[config.mk]
export PLATFORM = sky130hd
export DESIGN_NAME = sprite_blitter
export DESIGN_NICKNAME = d
export VERILOG_FILES = /design/src/rtl/draw_pkg.sv /design/src/rtl/blit_delay_line.sv /design/src/rtl/sprite_blitter.sv
export SDC_FILE = /design/constraint.sdc
export NUM_CORES = 1
export LEC_CHECK = 0
export BUFFER_PORTS_ARGS = -buffer_cell sky130_fd_sc_hd__buf_2
export CORE_ASPECT_RATIO = 1.1
export CORE_MARGIN = 2
export CORE_UTILIZATION = 55
export DETAILED_ROUTE_END_ITERATION = 16
export GPL_ROUTABILITY_DRIVEN = 0
export PLACE_DENSITY_LB_ADDON = 0.25
export SYNTH_ARGS = -nofsm -noshare
export SYNTH_HDL_FRONTEND = slang
export SYNTH_SLANG_ARGS = --single-unit
export TNS_END_PERCENT = 10
[constraint.sdc]
create_clock -name clk -period 2.6 [get_ports clk]
set_input_delay 0.13 -clock clk [delete_from_list [all_inputs] [get_ports clk]]
set_output_delay 0.13 -clock clk [all_outputs]
set_load 0.1 [all_outputs]
[src/rtl/draw_pkg.sv]
// rtl/draw_pkg.sv - shared blitter state encoding, geometry defaults and width helper
package draw_pkg;

  typedef enum logic [1:0] {
    IDLE  = 2'd0,
    FETCH = 2'd1,
    DRAIN = 2'd2
  } blit_state_e;

  localparam int DEF_CELL     = 20;
  localparam int DEF_SCREEN_W = 160;
  localparam int DEF_SCREEN_H = 120;
  localparam int DEF_COLOUR_W = 9;

  // Width of a counter/index covering v values, never narrower than one bit.
  function automatic int clog2_min1(input int v);
    return (v > 1) ? $clog2(v) : 1;
  endfunction

endpackage

[src/rtl/blit_delay_line.sv]
// rtl/blit_delay_line.sv - DEPTH-deep shift register carrying {valid, x, y} alongside the ROM
module blit_delay_line #(
  parameter int DEPTH = 2,
  parameter int XW    = 8,
  parameter int YW    = 7
) (
  input  logic          clk,
  input  logic          reset,
  input  logic          valid_i,
  input  logic [XW-1:0] x_i,
  input  logic [YW-1:0] y_i,
  output logic          valid_o,
  output logic [XW-1:0] x_o,
  output logic [YW-1:0] y_o
);

  logic [DEPTH-1:0] valid_q;
  logic [XW-1:0]    x_q [DEPTH];
  logic [YW-1:0]    y_q [DEPTH];

  // Shift the pixel coordinates so they emerge in the same cycle as the ROM data.
  always_ff @(posedge clk) begin
    if (reset) begin
      valid_q <= '0;
      for (int i = 0; i < DEPTH; i++) begin
        x_q[i] <= '0;
        y_q[i] <= '0;
      end
    end else begin
      valid_q[0] <= valid_i;
      x_q[0]     <= x_i;
      y_q[0]     <= y_i;
      for (int i = 1; i < DEPTH; i++) begin
        valid_q[i] <= valid_q[i-1];
        x_q[i]     <= x_q[i-1];
        y_q[i]     <= y_q[i-1];
      end
    end
  end

  assign valid_o = valid_q[DEPTH-1];
  assign x_o     = x_q[DEPTH-1];
  assign y_o     = y_q[DEPTH-1];

endmodule

[src/rtl/sprite_blitter.sv]
// rtl/sprite_blitter.sv - grid-aligned sprite blitter; SPRITE_BLITTER_TRANSPARENCY_EN enables colour-key transparency
module sprite_blitter
  import draw_pkg::*;
#(
  parameter int SPRITE_W    = 20,
  parameter int SPRITE_H    = 20,
  parameter int CELL        = DEF_CELL,
  parameter int NUM_SPRITES = 4,
  parameter int ROM_LAT     = 2,
  parameter int SCREEN_W    = DEF_SCREEN_W,
  parameter int SCREEN_H    = DEF_SCREEN_H,
  parameter int COLOUR_W    = DEF_COLOUR_W,
`ifdef SPRITE_BLITTER_TRANSPARENCY_EN
  parameter logic [COLOUR_W-1:0] KEY_COLOUR = {COLOUR_W{1'b1}},
`endif
  localparam int SID_W = clog2_min1(NUM_SPRITES),
  localparam int AW    = clog2_min1(NUM_SPRITES * SPRITE_W * SPRITE_H)
) (
  input  logic                clk,
  input  logic                reset,
  input  logic                start,
  input  logic [3:0]          grid_x,
  input  logic [3:0]          grid_y,
  input  logic [SID_W-1:0]    sprite_id,
  output logic                busy,
  output logic                done,
  output logic [AW-1:0]       rom_addr,
  input  logic [COLOUR_W-1:0] rom_data,
  output logic                plot,
  output logic [7:0]          x,
  output logic [6:0]          y,
  output logic [COLOUR_W-1:0] colour
);

  localparam int CW = clog2_min1(SPRITE_W);
  localparam int RW = clog2_min1(SPRITE_H);
  // Wide enough for 15*CELL + SPRITE_W so off-screen pixels never alias on-screen.
  localparam int FW = 16;

  blit_state_e   state_q, state_d;
  logic [3:0]    gx_q, gx_d, gy_q, gy_d;
  logic [CW-1:0] col_q, col_d;
  logic [RW-1:0] row_q, row_d;
  logic [AW-1:0] addr_q, addr_d;
  logic [2:0]    drain_q, drain_d;

  logic          last_pix;
  logic [FW-1:0] x_full, y_full;
  logic          in_bounds;
  logic          dl_valid;
  logic [7:0]    dl_x;
  logic [6:0]    dl_y;

  assign last_pix = (col_q == CW'(SPRITE_W - 1)) && (row_q == RW'(SPRITE_H - 1));

  // State, latched draw parameters and the address walk.
  always_ff @(posedge clk) begin
    if (reset) begin
      state_q <= IDLE;
      gx_q    <= '0;
      gy_q    <= '0;
      col_q   <= '0;
      row_q   <= '0;
      addr_q  <= '0;
      drain_q <= '0;
    end else begin
      state_q <= state_d;
      gx_q    <= gx_d;
      gy_q    <= gy_d;
      col_q   <= col_d;
      row_q   <= row_d;
      addr_q  <= addr_d;
      drain_q <= drain_d;
    end
  end

  // Next-state: accept in IDLE, walk row-major in FETCH, wait out the ROM in DRAIN.
  always_comb begin
    state_d = state_q;
    gx_d    = gx_q;
    gy_d    = gy_q;
    col_d   = col_q;
    row_d   = row_q;
    addr_d  = addr_q;
    drain_d = drain_q;
    done    = 1'b0;
    case (state_q)
      IDLE: begin
        if (start) begin
          state_d = FETCH;
          gx_d    = grid_x;
          gy_d    = grid_y;
          col_d   = '0;
          row_d   = '0;
          addr_d  = AW'(sprite_id) * AW'(SPRITE_W * SPRITE_H);
        end
      end
      FETCH: begin
        if (last_pix) begin
          state_d = DRAIN;
          drain_d = '0;
        end else begin
          addr_d = addr_q + AW'(1);
          if (col_q == CW'(SPRITE_W - 1)) begin
            col_d = '0;
            row_d = row_q + RW'(1);
          end else begin
            col_d = col_q + CW'(1);
          end
        end
      end
      DRAIN: begin
        if (drain_q == 3'(ROM_LAT)) begin
          done    = 1'b1;
          state_d = IDLE;
        end else begin
          drain_d = drain_q + 3'd1;
        end
      end
      default: state_d = IDLE;
    endcase
  end

  // Clip on full-width coordinates of the pixel whose address is on the bus now.
  always_comb begin
    x_full    = FW'(gx_q) * FW'(CELL) + FW'(col_q);
    y_full    = FW'(gy_q) * FW'(CELL) + FW'(row_q);
    in_bounds = (x_full < FW'(SCREEN_W)) && (y_full < FW'(SCREEN_H));
  end

  blit_delay_line #(
    .DEPTH (ROM_LAT),
    .XW    (8),
    .YW    (7)
  ) u_delay (
    .clk     (clk),
    .reset   (reset),
    .valid_i ((state_q == FETCH) && in_bounds),
    .x_i     (x_full[7:0]),
    .y_i     (y_full[6:0]),
    .valid_o (dl_valid),
    .x_o     (dl_x),
    .y_o     (dl_y)
  );

  assign busy     = (state_q != IDLE);
  assign rom_addr = addr_q;
  assign x        = dl_x;
  assign y        = dl_y;
  assign colour   = dl_valid ? rom_data : '0;

`ifdef SPRITE_BLITTER_TRANSPARENCY_EN
  assign plot = dl_valid && (rom_data != KEY_COLOUR);
`else
  assign plot = dl_valid;
`endif

endmodule

==> reports/qor.txt <==
Crit Path Max Fanout - 4
Critical R2R Capture - u_delay.valid_q[0]$_SDFF_PP0_
Cell chain of the critical path - ha_1 -> ha_1 -> fa_2 -> xor2_2 -> nand4_1 -> a2111oi_2 -> o311ai_1 -> nor4_2
Iteration-0 DRC Markers - 88
First-pass DRT Iterations - 4
Critical path class - register to register
Core area - 0.005697 mm2
Syn Nets - 403
Slew Viols, Final - 0
Most numerous cell in the Yosys netlist - dfxtp_1
Hold Vio Cnt, Final - 0
Antenna Cells - 0
Die H - 84.02 um
#FFs+latches synth - 66
Clk pin slew, worst setup/hold paths - 70 ps
Clk_lat worst skew - 340 ps
CTS H-Tree Depth - 3
Xor/xnor share of the synthesized area - 5.432%
FMAX - 403.4 MHz
Sequential fraction of design power - 47.8%
CP most frequent cell - ha_1
Clk sinks - 66
Cell Pwr Density - 616.1 mW/mm2
Clock Skew - 6.491 ps
Register-to-Register Path Depth - 8
Largest family of logic cells by synthesized area - simple AND/OR/NAND/NOR gates
Crit path capture type - register
Main flop type after synthesis - dfxtp_1
Max Cap Viol - 0
Setup ws final - 120.8 ps
Min Tclk post-route - 2479 ps
Slowest cell on crit path - fa_2
Compound-Gate Fraction of Synth Area - 11.45%
Clk buf depth - 2
Chip Width - 76.75 um
Crit path buf inv count - 0
Synth area leaders - dfxtp_1 41%, ha_1 8.2%, nor2b_1 5.3%
Num CTS Buffers - 9
Largest net degree at the start of global routing - 44
Vias/cell - 5.255
FF-to-FF Start - gx_q[1]$_SDFFE_PP0P_
Worst Hold Path EP - gx_q[1]$_SDFFE_PP0P_
Reg2reg setup slack - 120 ps
Synth Area in Adders - 10.71%
Leak pwr - 0.001635 uW
TritonCTS clock tree - yes
Cell Count Post-Placement - 470
Yosys warns - 0
Critical path origin - gx_q[1]$_SDFFE_PP0P_
Comb pwr share - 16.2%
Post-synth ARST share - 0%
Total number of vias - 2559
Setup TNS Final - 0 ps
Mux cell area share after synthesis - 0.9769%
Layout cells sized above 1 - 21.22%
CP startpoint kind - register
Sequential-to-total area share from yosys stat - 41.27%
Remaining DRCs - 0
Routed WL - 6070 um
Root buffer cell - clkbuf_8
Finished Layout Cells - 487
Syn-to-layout area delta - 14.42%
EDFF count, synth - 0
First-pass GRT wire length - 10210 um
Slew @ Worst Pin - 788.4 ps
Min-Delay Path Depth - 3
Synth top area share - 41.27%
Worst slack at placement - 98.59 ps
Top delay family on crit path - adder cells
CP max stage delay - 380 ps
Sw power - 674.6 uW
Hold WC Path Type - input pin to register
Initial antenna violation count - 0
Simple-gate share of the synthesized area - 23.68%
Synth Cell Area - 0.003202 mm2
Final worst-path cycle share - 95.35%
Vias in the first global route - 2389
GR Util All Layers - 19.92%
Post-route cell area - 0.003664 mm2
Slew HR - 47.44%
Synth cell types - 49
Gate Count Post-Synth - 356
Final #Nets - 452
# IOs - 60
Placed cell area - 0.003468 mm2
Final global-route overflow total - 0
Cell accounting for the most synthesized area - dfxtp_1
Top cells by count, synth - 66 x dfxtp_1, 34 x nor2_1, 31 x nand2_1
Antenna-violating nets left - 0
Avg WL per Cell - 12.46 um
Outcome - completed
WP data arrival - 2740 ps
P_int - 1583 uW
Dpl hpwl - 4376 um
Core Util, Final - 64.31%
IR drop worst, VDD - 0.5111 mV
Initial Util - 56.20%
PortBufs - 59
Worst path required time - 2860 ps
Switching share of total power - 29.89%
Final setup fails - 0
Clock Power Share - 36.0%
# rows - 29
Die area - 0.006448 mm2
Min-Delay Startpoint - grid_x[1]
Post-Syn Area per Cell - 8.994 um2
metrics by stage:
step	power, uW	hold WS, ps
after floorplan	1393	266.0
after global placement	1461	376.3
after detailed placement	1466	381.7
after CTS	2282	2.609
after global routing	2358	39.88
final	2257	19.25
power by group through the flow:
stage	clock, uW	sequential (uW)	combinational, uW
3_5_place_dp	0	1100	365
3_3_place_gp	0	1100	362
4_1_cts	838	1080	367
2_1_floorplan	0	1160	231
6_report	813	1080	367
5_1_grt	880	1080	395
tightest hold or removal path, stage by stage:
cell and delay (ps):
buf_2 90, nand2_1 50, a21oi_1 50
repair_timing:
item | in CTS | in global routing
resized for setup | 0 | 1
endpoints found under the setup margin | 0 | 1
hold buffers | 0 | 0
buffers inserted | 0 | 1
flip-flops by register name (all words and copies together), names as in the netlist:
signal           count
col_q                5
gx_q                 4
row_q                5
gy_q                 4
u_delay.x_q         16
u_delay.valid_q      2
u_delay.y_q         14
rom_addr            11
state_q              2
drain_q              3
logic make-up (layout without fill, tap and decap cells):
kind of cell | count (synthesis) | after routing
AO/OA/AOI/OAI | 60 | 60
XOR/XNOR | 19 | 19
adder cells (fa/ha/maj) | 25 | 25
buffers and inverters | 39 | 93
flip-flops | 66 | 66
multiplexers | 3 | 3
AND/OR/NAND/NOR | 144 | 144
final cells by class:
type | instances | area [um2]
tap | 77 | 96.34
clock inverter | 6 | 57.56
fill | 511 | 2033
multi-input combinational | 251 | 1675
timing repair buffer | 65 | 340.3
sequential | 66 | 1321
clock buffer | 10 | 127.6
inverter | 12 | 45.04
layer usage:
layer | wire, um | vias to the layer above | global-route usage (%) | part of all wire (%)
met1 | 2655 | 1184 | 22.48 | 44
li1 | - | 1285 | - | -
met4 | 109 | 0 | 9.917 | 1.8
met3 | 294 | 12 | 4.004 | 4.8
met5 | 0 | - | 0 | 0
met2 | 3010 | 78 | 35.41 | 50
worst max path at each step:
stage	depth (start not counted)	to	slack, ps
final	8	u_delay.valid_q[0]$_SDFF_PP0_	120
after global routing	8	u_delay.valid_q[0]$_SDFF_PP0_	-2
after CTS	8	u_delay.valid_q[0]$_SDFF_PP0_	70
after detailed placement	8	u_delay.valid_q[0]$_SDFF_PP0_	100
after global placement	8	u_delay.valid_q[0]$_SDFF_PP0_	130
after floorplan	8	u_delay.valid_q[0]$_SDFF_PP0_	150
cells in the final DEF, fill, tap and decap left out, types with 6 or more instances in the layout:
| cell type | instances |
|---|---|
| a21oi_1 | 25 |
| and2_1 | 13 |
| buf_2 | 59 |
| buf_4 | 6 |
| clkbuf_8 | 9 |
| dfxtp_1 | 66 |
| ha_1 | 21 |
| inv_1 | 12 |
| nand2_1 | 31 |
| nand2b_1 | 7 |
| nand3_1 | 7 |
| nor2_1 | 34 |
| nor2b_1 | 27 |
| o21ai_0 | 14 |
| xnor2_1 | 7 |
| xor2_1 | 11 |
Note: power is estimated with default switching activity, not from simulation.
